### config.mk
export PLATFORM = sky130hd
export DESIGN_NAME = flag_ctrl
export DESIGN_NICKNAME = d
export VERILOG_FILES = /design/src/rtl/flag_ctrl.sv
export SDC_FILE = /design/constraint.sdc
export NUM_CORES = 1
export LEC_CHECK = 0
export CAP_MARGIN = 20
export CELL_PAD_IN_SITES_DETAIL_PLACEMENT = 0
export CELL_PAD_IN_SITES_GLOBAL_PLACEMENT = 1
export CORE_MARGIN = 5
export CORE_UTILIZATION = 35
export DETAILED_ROUTE_END_ITERATION = 10
export GPL_ROUTABILITY_DRIVEN = 0
export MAX_ROUTING_LAYER = met4
export PLACE_DENSITY = 0.82
export SLEW_MARGIN = 20
export SYNTH_ARGS = -nofsm -noshare
export SYNTH_HDL_FRONTEND = slang
export SYNTH_SLANG_ARGS = --single-unit
### constraint.sdc
create_clock -name clk -period 3.5 [get_ports clk]
set_input_delay 0.525 -clock clk [delete_from_list [all_inputs] [get_ports clk]]
set_output_delay 0.525 -clock clk [all_outputs]
set_load 0.01 [all_outputs]
### src/rtl/flag_ctrl.sv
// flag_ctrl: condition-flag (NZCV) controller for the pipelined CPU.
//
// Captures ALU flags from flag-setting instructions in EX into a MEM-stage
// pending slot and commits them to the architectural NZCV register one
// edge later. B.cond conditions in ID are evaluated against the youngest
// valid flags: live EX flags (when FWD_EX=1), then the pending slot, then
// the committed register. With FWD_EX=0, a branch in ID behind a flag
// setter in EX raises hazard_stall_o instead of forwarding.
//
// Ports:
//   clk               system clock, rising edge
//   rst_n             asynchronous active-low reset
//   ex_valid_i        EX stage holds a real instruction
//   ex_set_flags_i    EX instruction writes flags
//   ex_zero_i, ex_negative_i, ex_carry_out_i, ex_overflow_i
//                     ALU flag outputs of the EX instruction
//   stall_i           pipeline freeze: no capture, no commit
//   flush_i           squash the EX instruction (its flags are never captured)
//   br_valid_i        ID holds a B.cond
//   br_cond_i[3:0]    ARM condition code of that B.cond
//   nzcv_o[3:0]       committed flags {N,Z,C,V}
//   cond_true_o       br_cond_i satisfied by the evaluation flags
//   hazard_stall_o    ID must stall one cycle (FWD_EX=0 only)
//   update_count_o    number of commits since reset, wraps modulo 2^CNT_W
module flag_ctrl #(
  parameter bit          FWD_EX = 1'b1,
  parameter int unsigned CNT_W  = 16
) (
  input  logic             clk,
  input  logic             rst_n,
  input  logic             ex_valid_i,
  input  logic             ex_set_flags_i,
  input  logic             ex_zero_i,
  input  logic             ex_negative_i,
  input  logic             ex_carry_out_i,
  input  logic             ex_overflow_i,
  input  logic             stall_i,
  input  logic             flush_i,
  input  logic             br_valid_i,
  input  logic [3:0]       br_cond_i,
  output logic [3:0]       nzcv_o,
  output logic             cond_true_o,
  output logic             hazard_stall_o,
  output logic [CNT_W-1:0] update_count_o
);

  logic             ex_fire;
  logic [3:0]       ex_nzcv;

  logic             pend_valid_q, pend_valid_d;
  logic [3:0]       pend_nzcv_q, pend_nzcv_d;
  logic [3:0]       nzcv_q, nzcv_d;
  logic [CNT_W-1:0] cnt_q, cnt_d;

  logic [3:0]       evf;
  logic             f_n, f_z, f_c, f_v;

  assign ex_fire = ex_valid_i & ex_set_flags_i & ~flush_i;
  assign ex_nzcv = {ex_negative_i, ex_zero_i, ex_carry_out_i, ex_overflow_i};

  // Next-state for the pending slot and the committed register. The pending
  // slot is older than any flush source, so it commits unconditionally
  // whenever the pipeline is not frozen.
  always_comb begin
    pend_valid_d = pend_valid_q;
    pend_nzcv_d  = pend_nzcv_q;
    nzcv_d       = nzcv_q;
    cnt_d        = cnt_q;
    if (!stall_i) begin
      pend_valid_d = ex_fire;
      if (ex_fire) begin
        pend_nzcv_d = ex_nzcv;
      end
      if (pend_valid_q) begin
        nzcv_d = pend_nzcv_q;
        cnt_d  = cnt_q + CNT_W'(1);
      end
    end
  end

  always_ff @(posedge clk or negedge rst_n) begin
    if (!rst_n) begin
      pend_valid_q <= 1'b0;
      pend_nzcv_q  <= 4'b0000;
      nzcv_q       <= 4'b0000;
      cnt_q        <= '0;
    end else begin
      pend_valid_q <= pend_valid_d;
      pend_nzcv_q  <= pend_nzcv_d;
      nzcv_q       <= nzcv_d;
      cnt_q        <= cnt_d;
    end
  end

  // Youngest valid flags win. With FWD_EX=0 the EX term is constant-false, so
  // ID only ever sees pending or committed flags and relies on hazard_stall_o.
  always_comb begin
    if (FWD_EX && ex_fire) begin
      evf = ex_nzcv;
    end else if (pend_valid_q) begin
      evf = pend_nzcv_q;
    end else begin
      evf = nzcv_q;
    end
  end

  assign {f_n, f_z, f_c, f_v} = evf;

  always_comb begin
    cond_true_o = 1'b1;
    unique case (br_cond_i)
      4'b0000: cond_true_o = f_z;
      4'b0001: cond_true_o = ~f_z;
      4'b0010: cond_true_o = f_c;
      4'b0011: cond_true_o = ~f_c;
      4'b0100: cond_true_o = f_n;
      4'b0101: cond_true_o = ~f_n;
      4'b0110: cond_true_o = f_v;
      4'b0111: cond_true_o = ~f_v;
      4'b1000: cond_true_o = f_c & ~f_z;
      4'b1001: cond_true_o = ~(f_c & ~f_z);
      4'b1010: cond_true_o = (f_n == f_v);
      4'b1011: cond_true_o = (f_n != f_v);
      4'b1100: cond_true_o = ~f_z & (f_n == f_v);
      4'b1101: cond_true_o = ~(~f_z & (f_n == f_v));
      4'b1110: cond_true_o = 1'b1;
      4'b1111: cond_true_o = 1'b1;
      default: cond_true_o = 1'b1;
    endcase
  end

  assign hazard_stall_o = !FWD_EX && br_valid_i && ex_fire;

  assign nzcv_o         = nzcv_q;
  assign update_count_o = cnt_q;

endmodule
==> impl_summary.md <==
Outcome
The flow ran to the end, and the final reports show no timing, DRC or antenna violations.

Logic synthesis
In this run the cell area of the synthesized design comes to 0.00144 mm^2. The combinational family with the most area after synthesis is simple AND/OR/NAND/NOR gates. After synthesis, the mean cell area works out to 11.3 um^2. The share of synthesized flip-flops with an asynchronous set or reset is 1.00.

The number of synthesized flops with an enable pin is 0. Of the synthesized area, sequential elements account for 0.434. In this run, distinct cell masters in the synthesized netlist total 46. Counting every instance in the synthesized netlist gives 127. Among all flip-flop cells after synthesis, the most frequent one is sky130_fd_sc_hd__dfrtp_1. The synthesized-area fraction occupied by ao, oa, aoi and oai cells is 0.0781.

Of the total synthesized cell area, the portion taken by XOR and XNOR cells is 0.122. The arithmetic-cell share of the synthesized area counting full adders, half adders and majority gates is 0.00868. Counting flops and latches in the post-synthesis netlist gives 25. Counting every net in the synthesized netlist gives 143. The Yosys step of the flow raised 0 warnings. Of the post-synthesis cell area, the part taken by muxes is 0.152. Of the total synthesized cell area, the portion taken by AND, OR, NAND and NOR gates is 0.171.

Global route
The aggregate global routing overflow is 0. The maximum number of pins on one net before global-route repair is 26. The number of antenna violations at the first check in global routing is 0. The total track usage is 0.120.

The via count of the first global-routing pass is 1135. The first global-routing pass estimated 5.12 mm of wire.

Detailed routing
The routed length per instance is 13.9 um. The number of vias after detailed routing is 1058. The count of TritonRoute iterations in the first routing pass is 2.

In this run the remaining antenna-violating nets after routing total 0. After detailed routing, the total wire length is 2.92 mm. The number of design-rule violations left by the first detailed-router iteration is 19. After detailed routing, the number of vias per cell comes to 5.01. The number of design rule violations left after detail routing is 0.

Die
The placement row count is 23. The number of I/O pins is 37. The die is 74.2 um tall. The floorplan core area is 0.00400 mm^2. The floorplan step defined a die boundary enclosing 0.00550 mm^2. The width of the die is 74.2 um.

The initial utilization of the core area, before any placement, comes to 0.360.

CTS
At the later pin of the worst-skew pair, clock insertion delay measures 260 ps. The CTS tree is built. The number of levels in the clock H-tree is 1. The clock-pin slew of the registers on the worst-case setup and hold paths is 80 ps.

The count of buffers added by post-CTS timing repair for setup is 0. In this run, CTS created clock tree buffers numbering 3. The clock passes through at most 2 buffers. CTS placed an instance of sky130_fd_sc_hd__clkbuf_8 at the clock tree root.

The number of sinks on the clock net is 25.

Timing
Derived from the worst setup path, the maximum achievable clock frequency is 300 MHz. The final-report hold violation count is 0. The max-slew violation count came to 0.

The setup TNS is 0 ps. The minimum period implied by the final worst setup slack is 3330 ps. The tightest hold path in the finished design has a slack of 232 ps.

The final-report setup violation count is 0. For the final database, setup skew stands at 2.45 ps. The setup slack after layout is 167 ps. For the pin with the worst max-slew slack, the measured transition is 534 ps. The worst pin sits at a relative slew slack of 0.644. Of the available clock period, the critical path in the final layout requires 0.952. Setup repair after global routing left no endpoint under its margin.

Pwr
Of the total power, the clock network draws 0.185. The share of total power dissipated in combinational logic is 0.369. The share of total power dissipated in sequential elements is 0.446.

Summed over all nets, the switching power comes to 276 uW. The worst-case IR drop observed on VDD is 0.000282 V. The cell area power density is 477 mW/mm^2. The net switching fraction of the power is 0.311. The total internal power is 611 uW. The analysis attributes to cell leakage a power of 0.000777 uW.

Place
The HPWL after detailed placement is 2.29 mm. The pre-CTS setup slack is 86.9 ps. During placement, the flow inserted port buffers numbering 34. After detailed placement, the design holds a cell count of 207.

Worst setup path
The worst-case reg-to-reg path depth is 6. The element type at the critical path end is an output port. The worst register-to-register path begins at pend_valid_q$_DFFE_PN0N_.

Among all stages on the critical path, the largest delay is contributed by sky130_fd_sc_hd__clkdlybuf4s50_1. The category of the worst setup path launch point is an input port. The largest stage delay on the critical path is 540 ps. In this run the worst path has a maximum fanout of 4. The endpoint identified for the worst register-to-register timing path is update_count_o[15]$_DFFE_PN0P_. The register-to-register setup slack is 1570 ps. Data on the critical path is required at its endpoint by 2970 ps. The worst setup path is of the input port to output port kind. The kind of cell with the highest combined delay along the critical path is buffers and inverters.

Walking the worst path, the cells encountered are clkdlybuf4s50_1, nor4bb_2, a21oi_1, o41ai_2, a21oi_1, a31o_2, o21ai_2, clkdlybuf4s50_1. Together, buffers and inverters on the worst path number 2. The critical path arrival is 2810 ps.

Run
Max-cap violations in this run came to 0.

Final layout
The most common cell after layout, fill and taps aside is sky130_fd_sc_hd__clkdlybuf4s50_1. In the layout the commonest cells are sky130_fd_sc_hd__clkdlybuf4s50_1 (33), sky130_fd_sc_hd__dfrtp_1 (25), sky130_fd_sc_hd__xnor2_1 (13), sky130_fd_sc_hd__nand2_1 (13), sky130_fd_sc_hd__mux2_2 (10). Excluding fillers, the count of instances in the completed layout stands at 211. The antenna diode count is 0. In the final layout, the share of cells above drive strength 1 is 0.199. The net count of the finished layout is 178.

The area added between synthesis and finish is 29.1%. Measured on the finished design, the core utilization comes to 0.465.

Worst hold path
The kind of path behind the tightest hold check is input port to asynchronous set/reset pin.
## stage by stage
| step | power [uW] | area [um^2] |
|---|---|---|
| detailed placement | 733 | 1810 |
| floorplan | 585 | 1440 |
| global placement | 721 | 1810 |
| finish | 887 | 1860 |
| global route | 946 | 1860 |
| CTS | 901 | 1860 |
## registers in the layout, summed over array words and instances (netlist names)
signal,cells
nzcv_o,4
pend_nzcv_q,4
pend_valid_q,1
update_count_o,16
## cell usage after synthesis (3+ instances only)
library cell,n,area [um^2]
sky130_fd_sc_hd__dfrtp_1,25,626
sky130_fd_sc_hd__mux2_2,10,113
sky130_fd_sc_hd__mux2i_1,4,40.0
sky130_fd_sc_hd__nand2_1,13,48.8
sky130_fd_sc_hd__nand3_1,3,15.0
sky130_fd_sc_hd__nor2_1,5,18.8
sky130_fd_sc_hd__xnor2_1,13,114
sky130_fd_sc_hd__xor2_1,7,61.3
## how the worst max path moves through the flow
stage                         startpoint           to  slack (ps)  depth (start not counted)
after floorplan                  flush_i  cond_true_o        1320                          6
after global placement         ex_zero_i  cond_true_o         210                          8
after detailed placement       ex_zero_i  cond_true_o          90                          8
after CTS                      ex_zero_i  cond_true_o          60                          8
after global routing      ex_set_flags_i  cond_true_o          20                          8
final                          ex_zero_i  cond_true_o         170                          8
## metal layers
layer | global-route usage | vias to the layer above | wire length, um
li1 | - | 516 | -
met1 | 0.144 | 512 | 1260
met2 | 0.206 | 26 | 1470
met3 | 0.0176 | 4 | 154
met4 | 0.0443 | 0 | 36
met5 | - | - | 0
## timing repair
item                                    CTS  global route
hold buffers                              0             0
gates resized for setup                   0             1
endpoints found under the setup margin    0             1
## layout make-up
type,instances,area [um^2]
Multi-Input combinational cell,95,776
Clock buffer,3,41.3
Sequential cell,25,626
Timing Repair Buffer,35,343
Clock inverter,1,5.00
Fill cell,367,2140
Inverter,2,7.51
Tap cell,50,62.6
## power groups by stage
stage | combinational (uW) | clock, uW | sequential, uW
global placement | 321 | 0 | 400
detailed placement | 331 | 0 | 402
floorplan | 176 | 0 | 409
global route | 361 | 179 | 406
CTS | 333 | 170 | 398
finish | 327 | 164 | 395
## logic make-up (layout without fill, tap and decap cells)
family | after synthesis | in the layout
AO/OA/AOI/OAI | 14 | 14
XOR/XNOR | 20 | 20
adder cells (fa/ha/maj) | 1 | 1
buffers and inverters | 7 | 41
flip-flops | 25 | 25
multiplexers | 18 | 18
other | 1 | 1
AND/OR/NAND/NOR | 41 | 41
Power figures use the tool's default switching activity.
